### src/rtl/step_sequence_ctrl_if.sv
// Command channel from the UI/button decoder into the step sequencer run controller.
// Handshake completes on a cycle where cmd_valid and cmd_ready are both high.
interface step_sequence_ctrl_if;
  logic       cmd_valid;
  logic       cmd_ready;
  logic [1:0] cmd_op;
  logic [8:0] cmd_data;

  modport master (output cmd_valid, cmd_op, cmd_data, input cmd_ready);
  modport slave  (input cmd_valid, cmd_op, cmd_data, output cmd_ready);
endinterface

### src/rtl/step_sequence_ctrl.sv
// Run controller for the stepped sequencer: step period timing, run/pause/stop
// lifecycle and speed changes that only land on step boundaries while running.
module step_sequence_ctrl #(
  parameter int TICKS_PER_UNIT = 1000000,
  parameter int NUM_STEPS      = 12,
  parameter int STEP_W         = 4,
  parameter int CNT_W          = 29,
  parameter int DEFAULT_SPEED  = 1
) (
  input  logic                clk,
  input  logic                rst_n,
  step_sequence_ctrl_if.slave cmd,
  output logic [STEP_W-1:0]   step_out,
  output logic                step_tick,
  output logic                done,
  output logic                busy,
  output logic                paused,
  output logic [8:0]          speed_out
);

  localparam logic [1:0] S_IDLE  = 2'd0;
  localparam logic [1:0] S_RUN   = 2'd1;
  localparam logic [1:0] S_PAUSE = 2'd2;

  localparam logic [1:0] OP_SET   = 2'd0;
  localparam logic [1:0] OP_START = 2'd1;
  localparam logic [1:0] OP_PAUSE = 2'd2;
  localparam logic [1:0] OP_STOP  = 2'd3;

  localparam logic [STEP_W-1:0] LAST_STEP = STEP_W'(NUM_STEPS - 1);

  logic [1:0]       state;
  logic [CNT_W-1:0] cnt;
  logic [CNT_W-1:0] period;
  logic [8:0]       speed_eff;
  logic [8:0]       pend_speed;
  logic             pend_valid;
  logic             loop;
  logic             acc;
  logic             boundary;
  logic             last;

  // Speed 0 is stored as-is but timed like speed 1.
  assign speed_eff = (speed_out == 9'd0) ? 9'd1 : speed_out;
  assign period    = CNT_W'(speed_eff) * CNT_W'(TICKS_PER_UNIT);
  // >= rather than == so a period shrunk under a frozen count cannot overrun.
  assign boundary  = (cnt >= period - CNT_W'(1));
  assign last      = (step_out == LAST_STEP);

  assign cmd.cmd_ready = ~pend_valid;
  assign acc           = cmd.cmd_valid & ~pend_valid;
  assign busy          = (state != S_IDLE);
  assign paused        = (state == S_PAUSE);

  always_ff @(posedge clk or negedge rst_n) begin
    if (!rst_n) begin
      state      <= S_IDLE;
      cnt        <= '0;
      step_out   <= '0;
      speed_out  <= 9'(DEFAULT_SPEED);
      pend_speed <= '0;
      pend_valid <= 1'b0;
      loop       <= 1'b0;
      step_tick  <= 1'b0;
      done       <= 1'b0;
    end else begin
      step_tick <= 1'b0;
      done      <= 1'b0;
      case (state)
        S_IDLE: begin
          cnt      <= '0;
          step_out <= '0;
          if (acc) begin
            if (cmd.cmd_op == OP_SET) speed_out <= cmd.cmd_data;
            if (cmd.cmd_op == OP_START) begin
              state <= S_RUN;
              loop  <= cmd.cmd_data[0];
            end
          end
        end
        S_RUN: begin
          if (acc && cmd.cmd_op == OP_PAUSE) begin
            state <= S_PAUSE;
          end else if (acc && cmd.cmd_op == OP_STOP) begin
            state    <= S_IDLE;
            cnt      <= '0;
            step_out <= '0;
          end else begin
            if (acc && cmd.cmd_op == OP_SET) begin
              pend_speed <= cmd.cmd_data;
              pend_valid <= 1'b1;
            end
            if (boundary) begin
              cnt       <= '0;
              step_tick <= 1'b1;
              if (last && !loop) begin
                done     <= 1'b1;
                state    <= S_IDLE;
                step_out <= '0;
                // Leaving RUN: a speed arriving on this edge must not stay pending.
                if (acc && cmd.cmd_op == OP_SET) begin
                  speed_out  <= cmd.cmd_data;
                  pend_valid <= 1'b0;
                end
              end else begin
                step_out <= last ? '0 : step_out + STEP_W'(1);
              end
              if (pend_valid) begin
                speed_out  <= pend_speed;
                pend_valid <= 1'b0;
              end
            end else begin
              cnt <= cnt + CNT_W'(1);
            end
          end
        end
        S_PAUSE: begin
          if (acc) begin
            case (cmd.cmd_op)
              OP_SET:   speed_out <= cmd.cmd_data;
              OP_PAUSE: state     <= S_RUN;
              OP_STOP: begin
                state    <= S_IDLE;
                cnt      <= '0;
                step_out <= '0;
              end
              default: ;
            endcase
          end
        end
        default: state <= S_IDLE;
      endcase
    end
  end

endmodule

### src/flat_wrapper.sv
// flat-port wrapper written by rule: the top's interface ports become plain ports
module step_sequence_ctrl_flat 
#(
  parameter int TICKS_PER_UNIT = 1000000,
  parameter int NUM_STEPS      = 12,
  parameter int STEP_W         = 4,
  parameter int CNT_W          = 29,
  parameter int DEFAULT_SPEED  = 1
)
  (clk, rst_n, step_out, step_tick, done, busy, paused, speed_out, cmd_cmd_valid, cmd_cmd_op, cmd_cmd_data, cmd_cmd_ready);
  step_sequence_ctrl_if cmd_i ();
  input  logic clk;
  input  logic rst_n;
  output logic [STEP_W-1:0] step_out;
  output logic step_tick;
  output logic done;
  output logic busy;
  output logic paused;
  output logic [8:0] speed_out;
  input wire logic [$bits(cmd_i.cmd_valid)-1:0] cmd_cmd_valid;
  input wire logic [$bits(cmd_i.cmd_op)-1:0] cmd_cmd_op;
  input wire logic [$bits(cmd_i.cmd_data)-1:0] cmd_cmd_data;
  output wire logic [$bits(cmd_i.cmd_ready)-1:0] cmd_cmd_ready;
  assign cmd_i.cmd_valid = cmd_cmd_valid;
  assign cmd_i.cmd_op = cmd_cmd_op;
  assign cmd_i.cmd_data = cmd_cmd_data;
  assign cmd_cmd_ready = cmd_i.cmd_ready;
  step_sequence_ctrl #(.TICKS_PER_UNIT(TICKS_PER_UNIT), .NUM_STEPS(NUM_STEPS), .STEP_W(STEP_W), .CNT_W(CNT_W), .DEFAULT_SPEED(DEFAULT_SPEED)) u_core (.clk(clk), .rst_n(rst_n), .cmd(cmd_i), .step_out(step_out), .step_tick(step_tick), .done(done), .busy(busy), .paused(paused), .speed_out(speed_out));
endmodule
### config.mk
export PLATFORM = sky130hd
export DESIGN_NAME = step_sequence_ctrl_flat
export DESIGN_NICKNAME = d
export VERILOG_FILES = /design/src/rtl/step_sequence_ctrl_if.sv /design/src/rtl/step_sequence_ctrl.sv /design/src/flat_wrapper.sv
export SDC_FILE = /design/constraint.sdc
export NUM_CORES = 1
export LEC_CHECK = 0
export CORE_UTILIZATION = 30
export CTS_BUF_LIST = sky130_fd_sc_hd__clkbuf_2 sky130_fd_sc_hd__clkbuf_4 sky130_fd_sc_hd__clkbuf_8
export DETAILED_ROUTE_END_ITERATION = 16
export SKIP_CTS_REPAIR_TIMING = 1
export SYNTH_ARGS = -nofsm -noshare
export SYNTH_HDL_FRONTEND = slang
export SYNTH_SLANG_ARGS = --single-unit
### constraint.sdc
create_clock -name clk -period 7.15 [get_ports clk]
set_clock_uncertainty 0.15 [all_clocks]
set_input_delay 1.43 -clock clk [delete_from_list [all_inputs] [get_ports clk]]
set_output_delay 1.43 -clock clk [all_outputs]
set_load 0.01 [all_outputs]
==> qor.txt, run 1 <==
Status: finished clean
Vert. Die Dim: 141 µm
Worst Tran Pin Value: 0.723 ns
Post-synth EDFFs: 0
Routability cong.: 0.793
CTS tree: done
Crit Path Category: reg2reg
Core Rows: 50
Post-synthesis cell type count: 77
Initial antenna violation count: 0
Worst EP arrival: 6.94 ns
Synth area leaders: dfrtp_1, ha_1, fa_1, xor2_1, mux2_2
Per-cell routed wire length: 13.2 µm
Top-count cell post-synth: ha_1
Starting Density: 0.307
Post-route DRC: 0
Total die area: 19800 µm²
First-pass GRT wire length: 21.3 mm
Worst-skew pair later-pin latency: 0.34 ns
Critical path's slowest cell: fa_1
Synthesized cell area: 5780 µm²
Hpwl dp: 9.78 mm
Root Buffer: clkbuf_8
Syn avg cell area: 9.44 µm²
Fmax: 146 MHz
Routed vias/inst: 4.72
H-tree depth reported by CTS: 3
Total wire length: 12.3 mm
Ys Warns: 0
Largest net degree at the start of global routing: 58
I/O pin count: 32
Aggregate global routing overflow: 0
Die Width: 141 µm
CP max stage delay: 0.49 ns
Type of destination of the critical path: flip-flop
Minimum clock period: 6.87 ns
Total of max-cap violations: 0
Clock Sink Count: 57
Relative slew slack: 0.518
Ys async rst share: 1.00
Clk buf depth: 2
Post-synth top area share: 0.242
Critical path launch point type: flip-flop
Layout cells sized above 1: 0.161
Final Hold Fails: 0
Seq/Total Area, Yosys: 0.247
Mapped Nets: 727
Critical Path Source: u_core.speed_out[6]
Clock Pin Slew Worst Setup and Hold Paths: 0.07 ns
Vias in the first global route: 4469
Worst-path maximum fanout: 8
Top cells by count, synth: ha_1, dfrtp_1, nor2_1
Core Area: 18800 µm²
Hold_sp: u_core.pend_speed[5]
Initial DRT Pass Iterations: 4
Synth area leader: dfrtp_1
Final Cycle Share: 0.960
Worst Path Required: 7.23 ns
Count of final setup violators: 0
Antenna diodes: 0
Via count: 4424
Pins Over Slew Limit: 0
Worst hold path type: reg2reg
Post-synthesis cell count: 613
CTS Buf Count: 9
FF+latch count, synth: 57
Final Core Density: 0.367
Filler instances: 1908
Post-DRT Antenna Nets: 0
Gr usage total: 0.131
Starting DRT DRC Count: 181
Crit path top cell by count: buf_4
Main synth FF type: dfrtp_1
Layout area overhead: 19.4%
Nets@finish: 786
IO buf count: 31
FF-to-FF Start: u_core.speed_out[6]
[stage by stage]
| stage | cell area, µm² | hold WS [ns] | std cells | TNS [ns] | worst slack (ns) |
|---|---|---|---|---|---|
| finish | 6910 | 0.354 | 937 | 0 | 0.282 |
| detailed placement | 6550 | 0.340 | 913 | -0.930 | -0.155 |
| global placement | 6550 | 0.332 | 913 | 0 | 0.0983 |
| global route | 6910 | 0.367 | 937 | -0.304 | -0.0639 |
| floorplan | 5800 | 0.310 | 613 | 0 | 0.0316 |
| CTS | 6750 | 0.356 | 929 | -1.10 | -0.177 |
[layout make-up]
cell class | instances | area [µm²] | area share
Tap cell | 260 | 325 | 0.0471
Sequential cell | 57 | 1430 | 0.207
Inverter | 45 | 169 | 0.0245
Clock buffer | 13 | 160 | 0.0232
Timing Repair Buffer | 67 | 592 | 0.0857
Multi-Input combinational cell | 492 | 4190 | 0.607
Clock inverter | 3 | 40.0 | 0.00580
[registers in the layout, indices dropped and copies added (netlist names)]
register           flops
u_core.cnt            29
u_core.speed_out       9
u_core.step_tick       1
u_core.step_out        4
u_core.state           2
u_core.loop            1
u_core.done            1
u_core.pend_speed      9
u_core.pend_valid      1
[metal layers]
| metal | wire (µm) | track usage |
|---|---|---|
| met5 | 0 | 0 |
| met1 | 5970 | 0.173 |
| met2 | 5970 | 0.224 |
| met3 | 304 | 0.0207 |
| met4 | 106 | 0.0332 |
[final timing paths]
kind / end / slack (ns) / cells past startpoint
setup / recovery: u_core.speed_out[5] / 0.28 / 29
hold / removal: u_core.pend_speed[5] / 0.35 / 1
min in group asynchronous: u_core.done / 1.08 / 2
hold reg to reg: u_core.pend_speed[5] / 0.35 / 1
max in group asynchronous: u_core.cnt[23] / 5.29 / 2
setup reg to reg: u_core.speed_out[5] / 0.28 / 29
[cell usage in the layout (no fill, tap or decap), types with 7 or more instances in the layout]
| cell type | netlist | final |
|---|---|---|
| xnor2_1 | 23 | 22 |
| mux2_2 | 20 | 16 |
| ha_1 | 81 | 80 |
| nor2_1 | 48 | 48 |
| clkdlybuf4s50_1 | 0 | 30 |
| clkbuf_8 | 0 | 10 |
| inv_1 | 45 | 45 |
| nand2b_1 | 8 | 7 |
| a21o_1 | 15 | 15 |
| a21oi_1 | 27 | 26 |
| and2_1 | 9 | 9 |
| nor2b_1 | 10 | 10 |
| xor2_1 | 35 | 35 |
| mux2i_1 | 10 | 10 |
| fa_1 | 19 | 19 |
| nand4_1 | 9 | 9 |
| and3_1 | 8 | 8 |
| nand3_1 | 20 | 20 |
| nand2_1 | 45 | 44 |
| o21ai_0 | 19 | 18 |
| dfrtp_1 | 56 | 56 |
| buf_4 | 1 | 34 |
[cells by family after synthesis]
kind of cell               after synthesis  synth area share
AOI/OAI and AO/OA                      105             0.131
xor gates and xnor gates                59            0.0917
adders and majority gates              100             0.241
buffers and inverters                   64            0.0443
DFF                                     57             0.247
muxes                                   31            0.0601
and+or+nand+nor                        197             0.185
[critical path, delay by kind of cell (launching register included)]
| family | cells | cell delay (ns) |
|---|---|---|
| adders and majority gates | 6 | 2.22 |
| buffers and inverters | 8 | 1.11 |
| AOI/OAI and AO/OA | 6 | 1.04 |
| and+or+nand+nor | 6 | 1.02 |
| xor gates and xnor gates | 2 | 0.52 |
| DFF | 1 | 0.39 |
| muxes | 1 | 0.30 |
Power of run 1 is not shown: default switching activity piles up to over one toggle a cycle in this logic, so the estimate is an artifact.
==> run 2: changes to the inputs <==
Settings changed: CORE_MARGIN from default to 4.
==> qor.txt, run 2 (synthesis results as in run 1) <==
Status: finished clean
Clock Sink Count: 57
Biggest regs: u_core.cnt x29, u_core.pend_speed x9, u_core.speed_out x9
Max reg flops: 29
Crit Path Category: reg2reg
Hold Slack: 0.351 ns
Top reg by flops: u_core.cnt
Antenna diodes: 0
TNS Setup: 0 ns
Gr usage total: 0.119
Core Rows: 50
Final Cycle Share: 0.968
Clk buf depth: 2
Worst Path Required: 7.24 ns
Count of final setup violators: 0
CTS Buf Count: 9
Fmax: 144 MHz
Routed vias/inst: 4.71
Worst-skew pair later-pin latency: 0.36 ns
Root Buffer: clkbuf_8
Final Hold Fails: 0
Worst Tran Pin Value: 0.743 ns
Commonest non-fill, non-tap cell in the layout: ha_1
Starting DRT DRC Count: 194
IO buf count: 31
Per-cell routed wire length: 13.3 µm
Worst-path maximum fanout: 8
Minimum clock period: 6.92 ns
Placed Area: 6560 µm²
Total wire length: 12.4 mm
Relative slew slack: 0.505
Initial antenna violation count: 0
R2r setup slk: 0.23 ns
Worst hold path type: reg2reg
Type of destination of the critical path: flip-flop
Finished Layout Cells: 939
Initial DRT Pass Iterations: 4
CTS tree: done
Total of max-cap violations: 0
Layout cells sized above 1: 0.163
Vert. Die Dim: 147 µm
Routability cong.: 0.829
Placed Cells: 915
Starting Density: 0.307
Hpwl dp: 9.90 mm
Core Area: 18800 µm²
Total die area: 21600 µm²
Die Width: 147 µm
Layout area overhead: 20.1%
Nets@finish: 788
Final instance area: 6950 µm²
Largest net degree at the start of global routing: 58
Pins Over Slew Limit: 0
Clock Pin Slew Worst Setup and Hold Paths: 0.06 ns
H-tree depth reported by CTS: 3
Post-route DRC: 0
Aggregate global routing overflow: 0
I/O pin count: 32
Vias in the first global route: 4389
Critical path launch point type: flip-flop
Worst EP arrival: 7.01 ns
Via count: 4425
Most frequent cells in the layout: ha_1, dfrtp_1, nor2_1, inv_1, nand2_1
First-pass GRT wire length: 21.3 mm
Post-DRT Antenna Nets: 0
run 2: cell types whose count changed in the layout (fill, tap and decap cells not counted), moves of 2 or more:
cell      before  now
buf_4         34   36
clkbuf_4       3    1
nor3_2         4    2
clkbuf_8      10   13
nor4_2         2    0
run 2: worst paths after layout:
check                                      from              endpoint  depth (start not counted)
max                         u_core.speed_out[6]   u_core.speed_out[8]                         27
min                        u_core.pend_speed[5]  u_core.pend_speed[5]                          1
max reg2reg                 u_core.speed_out[6]   u_core.speed_out[8]                         27
min reg2reg                u_core.pend_speed[5]  u_core.pend_speed[5]                          1
max in group asynchronous                 rst_n        u_core.cnt[21]                          2
min in group asynchronous                 rst_n    u_core.step_out[1]                          2
run 2: cell type report:
| class | count | area, µm² |
|---|---|---|
| fill | 1904 | 11900 |
| multi-input combinational | 492 | 4220 |
| sequential | 57 | 1430 |
| timing repair buffer | 69 | 607 |
| tap | 260 | 325 |
| clock buffer | 14 | 186 |
| inverter | 45 | 169 |
| clock inverter | 2 | 10.0 |
run 2: metal layers:
metal | routed length (µm) | vias to the layer above | GRT usage | part of all wire
met3 | 366 | 10 | 0.0231 | 0.029
met1 | 6020 | 2084 | 0.158 | 0.48
li1 | - | 2282 | - | -
met4 | 162 | 0 | 0.0353 | 0.013
met5 | 0 | - | 0 | 0
met2 | 5890 | 49 | 0.195 | 0.47
run 2: critical path: stages, from the launching register on:
cell      delay, ns
dfrtp_1        0.40
nor3_4         0.21
a41o_4         0.23
fa_1           0.42
ha_1           0.30
inv_1          0.05
fa_1           0.46
fa_1           0.48
inv_1          0.07
ha_4           0.25
a21oi_4        0.19
o211ai_2       0.13
a221oi_4       0.29
xor2_1         0.23
nand3_1        0.12
or3b_4         0.45
nor3_1         0.20
xor2_1         0.18
ha_1           0.26
a21o_1         0.18
a21o_1         0.17
a21oi_1        0.22
o41a_1         0.27
o211ai_1       0.18
nand2_1        0.17
o32ai_4        0.11
buf_12         0.16
mux2_4         0.29
run 2: metrics by stage:
step	utilization	worst slack (ns)
final	0.369	0.226
after floorplan	-	0.0316
after global placement	0.349	0.102
after CTS	0.359	-0.0733
after global routing	0.369	-0.0559
after detailed placement	0.349	-0.0547
Power of run 2 is left out for the same reason.
==> run 3: changes to the inputs <==
Settings changed: ABC_CLOCK_PERIOD_IN_PS from default to 7150, CORE_MARGIN 4 to default.
==> results of run 3 <==
The final DEF is identical to that of run 1; final timing and power are the same.
Power of run 3 is left out for the same reason.
